==> config.mk <==
export PLATFORM = sky130hd
export DESIGN_NAME = simple_uart_tx
export DESIGN_NICKNAME = d
export VERILOG_FILES = /design/src/rtl/simple_uart_pkg.sv /design/src/rtl/uart_tx_fifo.sv /design/src/rtl/simple_uart_tx.sv
export SDC_FILE = /design/constraint.sdc
export NUM_CORES = 1
export LEC_CHECK = 0
export BUFFER_PORTS_ARGS = -buffer_cell sky130_fd_sc_hd__buf_4
export CAP_MARGIN = 20
export CELL_PAD_IN_SITES_DETAIL_PLACEMENT = 2
export CELL_PAD_IN_SITES_GLOBAL_PLACEMENT = 2
export CORE_MARGIN = 4
export CORE_UTILIZATION = 38
export DETAILED_ROUTE_END_ITERATION = 6
export PLACE_DENSITY = 0.79
export SLEW_MARGIN = 20
export SYNTH_ARGS = -nofsm -noshare
export SYNTH_HDL_FRONTEND = slang
export SYNTH_SLANG_ARGS = --single-unit
==> constraint.sdc <==
create_clock -name clk_i -period 3 [get_ports clk_i]
set_input_delay 0.45 -clock clk_i [delete_from_list [all_inputs] [get_ports clk_i]]
set_output_delay 0.45 -clock clk_i [all_outputs]
set_load 0.01 [all_outputs]
==> src/rtl/simple_uart_pkg.sv <==
// simple_uart_pkg: register map, STATUS/CTRL bit positions and TX FSM states shared by the UART TX block.
package simple_uart_pkg;
    localparam logic [9:0] OFF_TXDATA = 10'h000;
    localparam logic [9:0] OFF_STATUS = 10'h004;
    localparam logic [9:0] OFF_DIV    = 10'h008;
    localparam logic [9:0] OFF_CTRL   = 10'h00C;
    localparam int STATUS_FULL  = 0;
    localparam int STATUS_EMPTY = 1;
    localparam int STATUS_BUSY  = 2;
    localparam int STATUS_OVF   = 3;
    localparam int CTRL_TX_EN   = 0;
    localparam int CTRL_IRQ_EN  = 1;
    typedef enum logic [1:0] {IDLE, START, DATA, STOP} tx_state_e;
endpackage

==> src/rtl/uart_tx_fifo.sv <==
// uart_tx_fifo: synchronous byte FIFO; a push into a full FIFO is accepted only alongside a pop.
module uart_tx_fifo #(
    parameter int Depth = 8
) (
    input  logic                     clk_i,
    input  logic                     rst_ni,
    input  logic                     push,
    input  logic                     pop,
    input  logic [7:0]               wdata,
    output logic [7:0]               rdata,
    output logic                     full,
    output logic                     empty,
    output logic [$clog2(Depth):0]   level
);
    localparam int AW = $clog2(Depth);
    logic [7:0] mem [Depth];
    logic [AW-1:0] wr_ptr, rd_ptr;
    logic do_push, do_pop;
    assign do_pop  = pop && !empty;
    assign do_push = push && (!full || do_pop);
    assign full    = level == (AW+1)'(Depth);
    assign empty   = level == '0;
    assign rdata   = mem[rd_ptr];
    always_ff @(posedge clk_i) begin
        if (do_push) mem[wr_ptr] <= wdata;
    end
    always_ff @(posedge clk_i or negedge rst_ni) begin
        if (!rst_ni) begin
            wr_ptr <= '0;
            rd_ptr <= '0;
            level  <= '0;
        end else begin
            wr_ptr <= do_push ? wr_ptr + AW'(1) : wr_ptr;
            rd_ptr <= do_pop ? rd_ptr + AW'(1) : rd_ptr;
            level  <= level + (AW+1)'(do_push) - (AW+1)'(do_pop);
        end
    end
endmodule

==> src/rtl/simple_uart_tx.sv <==
// simple_uart_tx: memory-mapped 8N1 UART transmitter with TX FIFO and programmable bit period.
// Define SIMPLE_UART_TX_IRQ_EN to add irq_o and the CTRL[1] IRQ_EN bit.
module simple_uart_tx
    import simple_uart_pkg::*;
#(
    parameter int          DataWidth    = 32,
    parameter int          AddressWidth = 32,
    parameter int          FifoDepth    = 8,
    parameter logic [15:0] DivReset     = 16'd15
) (
    input  logic                    clk_i,
    input  logic                    rst_ni,
    input  logic                    req_i,
    input  logic                    we_i,
    input  logic [3:0]              be_i,
    input  logic [AddressWidth-1:0] addr_i,
    input  logic [DataWidth-1:0]    wdata_i,
    output logic                    rvalid_o,
    output logic [DataWidth-1:0]    rdata_o,
    output logic                    err_o,
`ifdef SIMPLE_UART_TX_IRQ_EN
    output logic                    irq_o,
`endif
    output logic                    tx_o
);
    localparam int LW = $clog2(FifoDepth) + 1;
    tx_state_e state, state_d;
    logic [15:0] div, baud_cnt, baud_d;
    logic [2:0] bit_cnt, bit_d;
    logic [7:0] shift, shift_d, fifo_rdata;
    logic tx_d, tx_en, irq_en, ovf, pop, push, full, empty, tick, mapped, wr;
    logic [LW-1:0] level;
    logic [3:0] level_sat;
    logic [9:0] off;
    logic [31:0] rd_val;
    logic unused_bits;

    assign unused_bits = ^{addr_i[AddressWidth-1:10], be_i[3:1], wdata_i[DataWidth-1:16]};
    assign off       = addr_i[9:0];
    assign mapped    = off inside {OFF_TXDATA, OFF_STATUS, OFF_DIV, OFF_CTRL};
    assign wr        = req_i && we_i && mapped;
    assign push      = wr && off == OFF_TXDATA && be_i[0];
    assign level_sat = (int'(level) > 15) ? 4'hF : 4'(level);
    assign tick      = baud_cnt == '0;
    assign rd_val    = off == OFF_STATUS ? {24'b0, level_sat, ovf, state != IDLE, empty, full} :
                       off == OFF_DIV    ? {16'b0, div} :
                       off == OFF_CTRL   ? {30'b0, irq_en, tx_en} : '0;

    uart_tx_fifo #(.Depth(FifoDepth)) u_fifo (
        .clk_i (clk_i),
        .rst_ni(rst_ni),
        .push  (push),
        .pop   (pop),
        .wdata (wdata_i[7:0]),
        .rdata (fifo_rdata),
        .full  (full),
        .empty (empty),
        .level (level)
    );

    always_ff @(posedge clk_i or negedge rst_ni) begin
        if (!rst_ni) begin
            rvalid_o <= 1'b0;
            rdata_o  <= '0;
            err_o    <= 1'b0;
            div      <= DivReset;
            tx_en    <= 1'b0;
            ovf      <= 1'b0;
        end else begin
            rvalid_o <= req_i;
            err_o    <= req_i && !mapped;
            rdata_o  <= (req_i && !we_i) ? DataWidth'(rd_val) : '0;
            if (wr && off == OFF_DIV) div <= wdata_i[15:0];
            if (wr && off == OFF_CTRL) tx_en <= wdata_i[CTRL_TX_EN];
            if (push && full && !pop) ovf <= 1'b1;
            else if (wr && off == OFF_STATUS && wdata_i[STATUS_OVF]) ovf <= 1'b0;
        end
    end

`ifdef SIMPLE_UART_TX_IRQ_EN
    always_ff @(posedge clk_i or negedge rst_ni) begin
        if (!rst_ni) begin
            irq_en <= 1'b0;
            irq_o  <= 1'b0;
        end else begin
            if (wr && off == OFF_CTRL) irq_en <= wdata_i[CTRL_IRQ_EN];
            irq_o <= irq_en && empty && state == IDLE;
        end
    end
`else
    assign irq_en = 1'b0;
`endif

    always_ff @(posedge clk_i or negedge rst_ni) begin
        if (!rst_ni) begin
            state    <= IDLE;
            baud_cnt <= '0;
            bit_cnt  <= '0;
            shift    <= '0;
            tx_o     <= 1'b1;
        end else begin
            state    <= state_d;
            baud_cnt <= baud_d;
            bit_cnt  <= bit_d;
            shift    <= shift_d;
            tx_o     <= tx_d;
        end
    end

    // Baud counter reloads from DIV at every bit boundary, so DIV writes take effect on the next bit.
    always_comb begin
        state_d = state;
        baud_d  = tick ? div : baud_cnt - 16'd1;
        bit_d   = bit_cnt;
        shift_d = shift;
        tx_d    = tx_o;
        pop     = 1'b0;
        case (state)
            IDLE: begin
                baud_d = div;
                if (tx_en && !empty) begin
                    pop     = 1'b1;
                    shift_d = fifo_rdata;
                    state_d = START;
                    tx_d    = 1'b0;
                end
            end
            START: if (tick) begin
                state_d = DATA;
                bit_d   = '0;
                tx_d    = shift[0];
            end
            DATA: if (tick) begin
                shift_d = shift >> 1;
                bit_d   = bit_cnt + 3'd1;
                tx_d    = shift[1];
                if (bit_cnt == 3'd7) begin
                    state_d = STOP;
                    tx_d    = 1'b1;
                end
            end
            STOP: if (tick) begin
                state_d = IDLE;
                tx_d    = 1'b1;
                if (tx_en && !empty) begin
                    pop     = 1'b1;
                    shift_d = fifo_rdata;
                    state_d = START;
                    tx_d    = 1'b0;
                end
            end
            default: state_d = IDLE;
        endcase
    end
endmodule
==> flow_metrics.env <==
export IMPL_pwr_share_clk_pct=36.5
export IMPL_grt_use_met2_pct=33.8
export IMPL_crit_path_top_delay_cell="nor4_2"
export IMPL_switchingPower_mw=1.81
export IMPL_cts_sinks=140
export IMPL_path_max_fanout=4
export IMPL_die_area_um2=18300
export IMPL_grt_pass1_vias=4363
export IMPL_chipHeight_um=135
export IMPL_netlist_area_um2=6160
export IMPL_p_leak_nw=3.07
export IMPL_path_clk_slew_ns=0.06
export IMPL_finalHoldViolCount=0
export IMPL_dp_cells=711
export IMPL_h_tree_depth=4
export IMPL_max_cap_violations=0
export IMPL_r2r_start="baud_cnt[10]"
export IMPL_path_class="flop to flop"
export IMPL_post_cts_setup_buffer_count=0
export IMPL_synth_distinct_cells=59
export IMPL_gr_usage_met3_pct=3.68
export IMPL_root_buffer="clkbuf_16"
export IMPL_gr_usage_all_layers_pct=19.8
export IMPL_power_internal_mw=4.10
export IMPL_final_area_um2=7420
export IMPL_regArea_um2=3830
export IMPL_drtIter0Drc=252
export IMPL_syn_instance_count=444
export IMPL_vias=3888
export IMPL_setup_ws_ns=0.191
export IMPL_diodes=0
export IMPL_slew_viol_final=0
export IMPL_initial_core_util_pct=38.8
export IMPL_synth_seq_cells=140
export IMPL_async_flop_share_pct=54.3
export IMPL_grt_use_met1_pct=25.4
export IMPL_clkLatencyLatePin_ns=0.42
export IMPL_wl_mm=17.0
export IMPL_r2r_cells=8
export IMPL_p_comb_share_pct=21.9
export IMPL_synthFlopType="dfrtp_1"
export IMPL_cts_tree="done"
export IMPL_top_usage_layer="met2"
export IMPL_gp_congestion=0.743
export IMPL_wl_per_cell_um=22.9
export IMPL_grt_pass1_wl_mm=26.9
export IMPL_portBuffers=49
export IMPL_dp_hpwl_mm=11.2
export IMPL_synth_edf_count=64
export IMPL_final_core_util_pct=46.7
export IMPL_finalClockSkew_ns=0.00974
export IMPL_final_nets=603
export IMPL_cts_buffer_depth=2
export IMPL_power_density_nw_per_um2=796
export IMPL_pwr_share_seq_pct=41.6
export IMPL_hold_class="primary input to async pin"
export IMPL_synth_seq_area_share_pct=62.2
export IMPL_synth_largest_area_cell="edfxtp_1"
export IMPL_yosys_warnings=0
export IMPL_r2r_slack_ns=0.19
export IMPL_maxSlewHeadroom_pct=42.9
export IMPL_start_kind="flop"
export IMPL_via_per_inst=5.23
export IMPL_multi_input_area_um2=2160
export IMPL_reg2reg_to="u_fifo.level[2]"
export IMPL_cts_buffers=17
export IMPL_die_w_um=135
export IMPL_cts_resized=0
export IMPL_setup_violations=0
export IMPL_syn_avg_cell_area_um2=13.9
export IMPL_setup_tns_ns=0
export IMPL_io_pins=107
export IMPL_finalNonFillerCells=743
export IMPL_min_period_ns=2.81
export IMPL_dr_pass1_iters=4
export IMPL_worst_pin_slew_ns=0.855
export IMPL_grt_max_degree=77
export IMPL_status="finished clean"
export IMPL_layout_drive_gt1_share_pct=24.5
export IMPL_cp_cell_sequence="nor4_2, nand4_1, o21ai_1, and2_2, ha_1, inv_1, fa_1, xnor2_1"
export IMPL_ant_nets=0
export IMPL_grt_setup_unrepaired="false"
export IMPL_cp_arrival_ns=3.15
export IMPL_end_kind="flop"
export IMPL_power_share_switching_pct=30.6
export IMPL_gr_total_overflow=0
export IMPL_n_fill_cell=1556
export IMPL_pre_cts_ws_ns=0.206
export IMPL_antenna_found_initial=0
export IMPL_finalCritPeriodShare_pct=93.6
export IMPL_dpl_cell_area_um2=6810
export IMPL_max_freq_mhz=356
export IMPL_ir_worst_vdd_uv=428
export IMPL_drc=0
export IMPL_std_cell_rows=46
export IMPL_area_growth_pct=20.6
export IMPL_yosysTopAreaCellShare_pct=31.2
export IMPL_fp_coreArea_um2=15900
export IMPL_max_stage_delay_ns=0.52
export IMPL_ys_top_cells_by_area="edfxtp_1 (31%), dfrtp_1 (29%), mux4_2 (5.9%), mux2_1 (3.8%), ha_1 (3.3%)"
export IMPL_ctsHoldBuffers=0
export IMPL_cp_required_ns=3.34
[kinds of logic after synthesis]
group,count (synthesis),synth area share (%)
xor+xnor,17,2.42
mux,38,9.86
compound gates,60,6.24
simple gates,129,12.0
flops,140,62.2
buf+inv,42,3.68
other cells,1,0.0609
fa+ha+maj,17,3.58
[placed cells by master, fill, tap and decap left out, types with 14 or more instances in the layout]
master / n
dfrtp_1: 71
edfxtp_1: 64
buf_4: 63
nand2_1: 34
nor2_1: 33
mux2_1: 21
clkbuf_16: 17
mux4_2: 16
ha_1: 16
conb_1: 16
o21ai_1: 15
a21oi_1: 14
[metal layers]
| metal | routed length [um] | up-vias |
|---|---|---|
| li1 | - | 1729 |
| met1 | 7400 | 2040 |
| met2 | 8740 | 97 |
| met3 | 603 | 22 |
| met4 | 292 | 0 |
| met5 | 0 | - |
[power by group through the flow]
| stage | Sequential, mW | Clock, mW | Combinational, mW |
|---|---|---|---|
| floorplan | 2.42 | 0 | 0.882 |
| global placement | 2.45 | 0 | 1.14 |
| detailed placement | 2.47 | 0 | 1.24 |
| CTS | 2.45 | 2.21 | 1.30 |
| global route | 2.49 | 2.29 | 1.45 |
| finish | 2.45 | 2.16 | 1.29 |
[flip-flops by register name, indices dropped and copies added (netlist names)]
register / cells
u_fifo.mem: 64
baud_cnt: 16
div: 16
rdata_o: 16
shift: 8
u_fifo.level: 4
bit_cnt: 3
u_fifo.rd_ptr: 3
u_fifo.wr_ptr: 3
state: 2
err_o: 1
ovf: 1
rvalid_o: 1
tx_en: 1
tx_o: 1
[stage by stage]
| stage | hold WS, ns | power, mW |
|---|---|---|
| after detailed placement | 0.472 | 3.71 |
| after floorplan | 0.154 | 3.30 |
| final | 0.0818 | 5.91 |
| after global routing | 0.128 | 6.23 |
| after CTS | 0.146 | 5.96 |
| after global placement | 0.452 | 3.59 |
[final cells by class]
| type | instances | area share (%) |
|---|---|---|
| clock inverter | 10 | 1.89 |
| timing repair buffer | 65 | 6.79 |
| inverter | 13 | 0.657 |
| sequential | 140 | 51.6 |
| multi-input combinational | 277 | 29.2 |
| tap | 216 | 3.64 |
| clock buffer | 22 | 6.25 |
[worst max-delay path by stage]
| stage | to | depth (start not counted) | from |
|---|---|---|---|
| 6_report | u_fifo.level[2] | 8 | baud_cnt[10] |
| 5_1_grt | u_fifo.level[2] | 8 | baud_cnt[10] |
| 4_1_cts | u_fifo.level[2] | 11 | baud_cnt[0] |
| 3_5_place_dp | u_fifo.level[1] | 11 | baud_cnt[0] |
| 3_3_place_gp | u_fifo.level[2] | 10 | baud_cnt[0] |
| 2_1_floorplan | u_fifo.level[2] | 12 | baud_cnt[0] |
[synthesized netlist by cell type, drive strengths merged, types with 7 or more instances]
cell type and n:
edfxtp 64, o21ai 19, mux2 21, nand3 7, buf 22, xor2 12, nor2 34, and2 10
nand2b 10, clkbuf 7, mux4 16, dfrtp 71, o221ai 7, ha 16, a21oi 15, nand2 34
inv 12
[critical path: cells and delay by family (launching register included)]
family	cells	cell delay (ns)
AOI/OAI and AO/OA	1	0.36
buffers and inverters	1	0.08
adders and majority gates	2	0.58
DFF	1	0.44
and+or+nand+nor	3	1.07
xor gates and xnor gates	1	0.18
(Power assumes the default switching activity.)
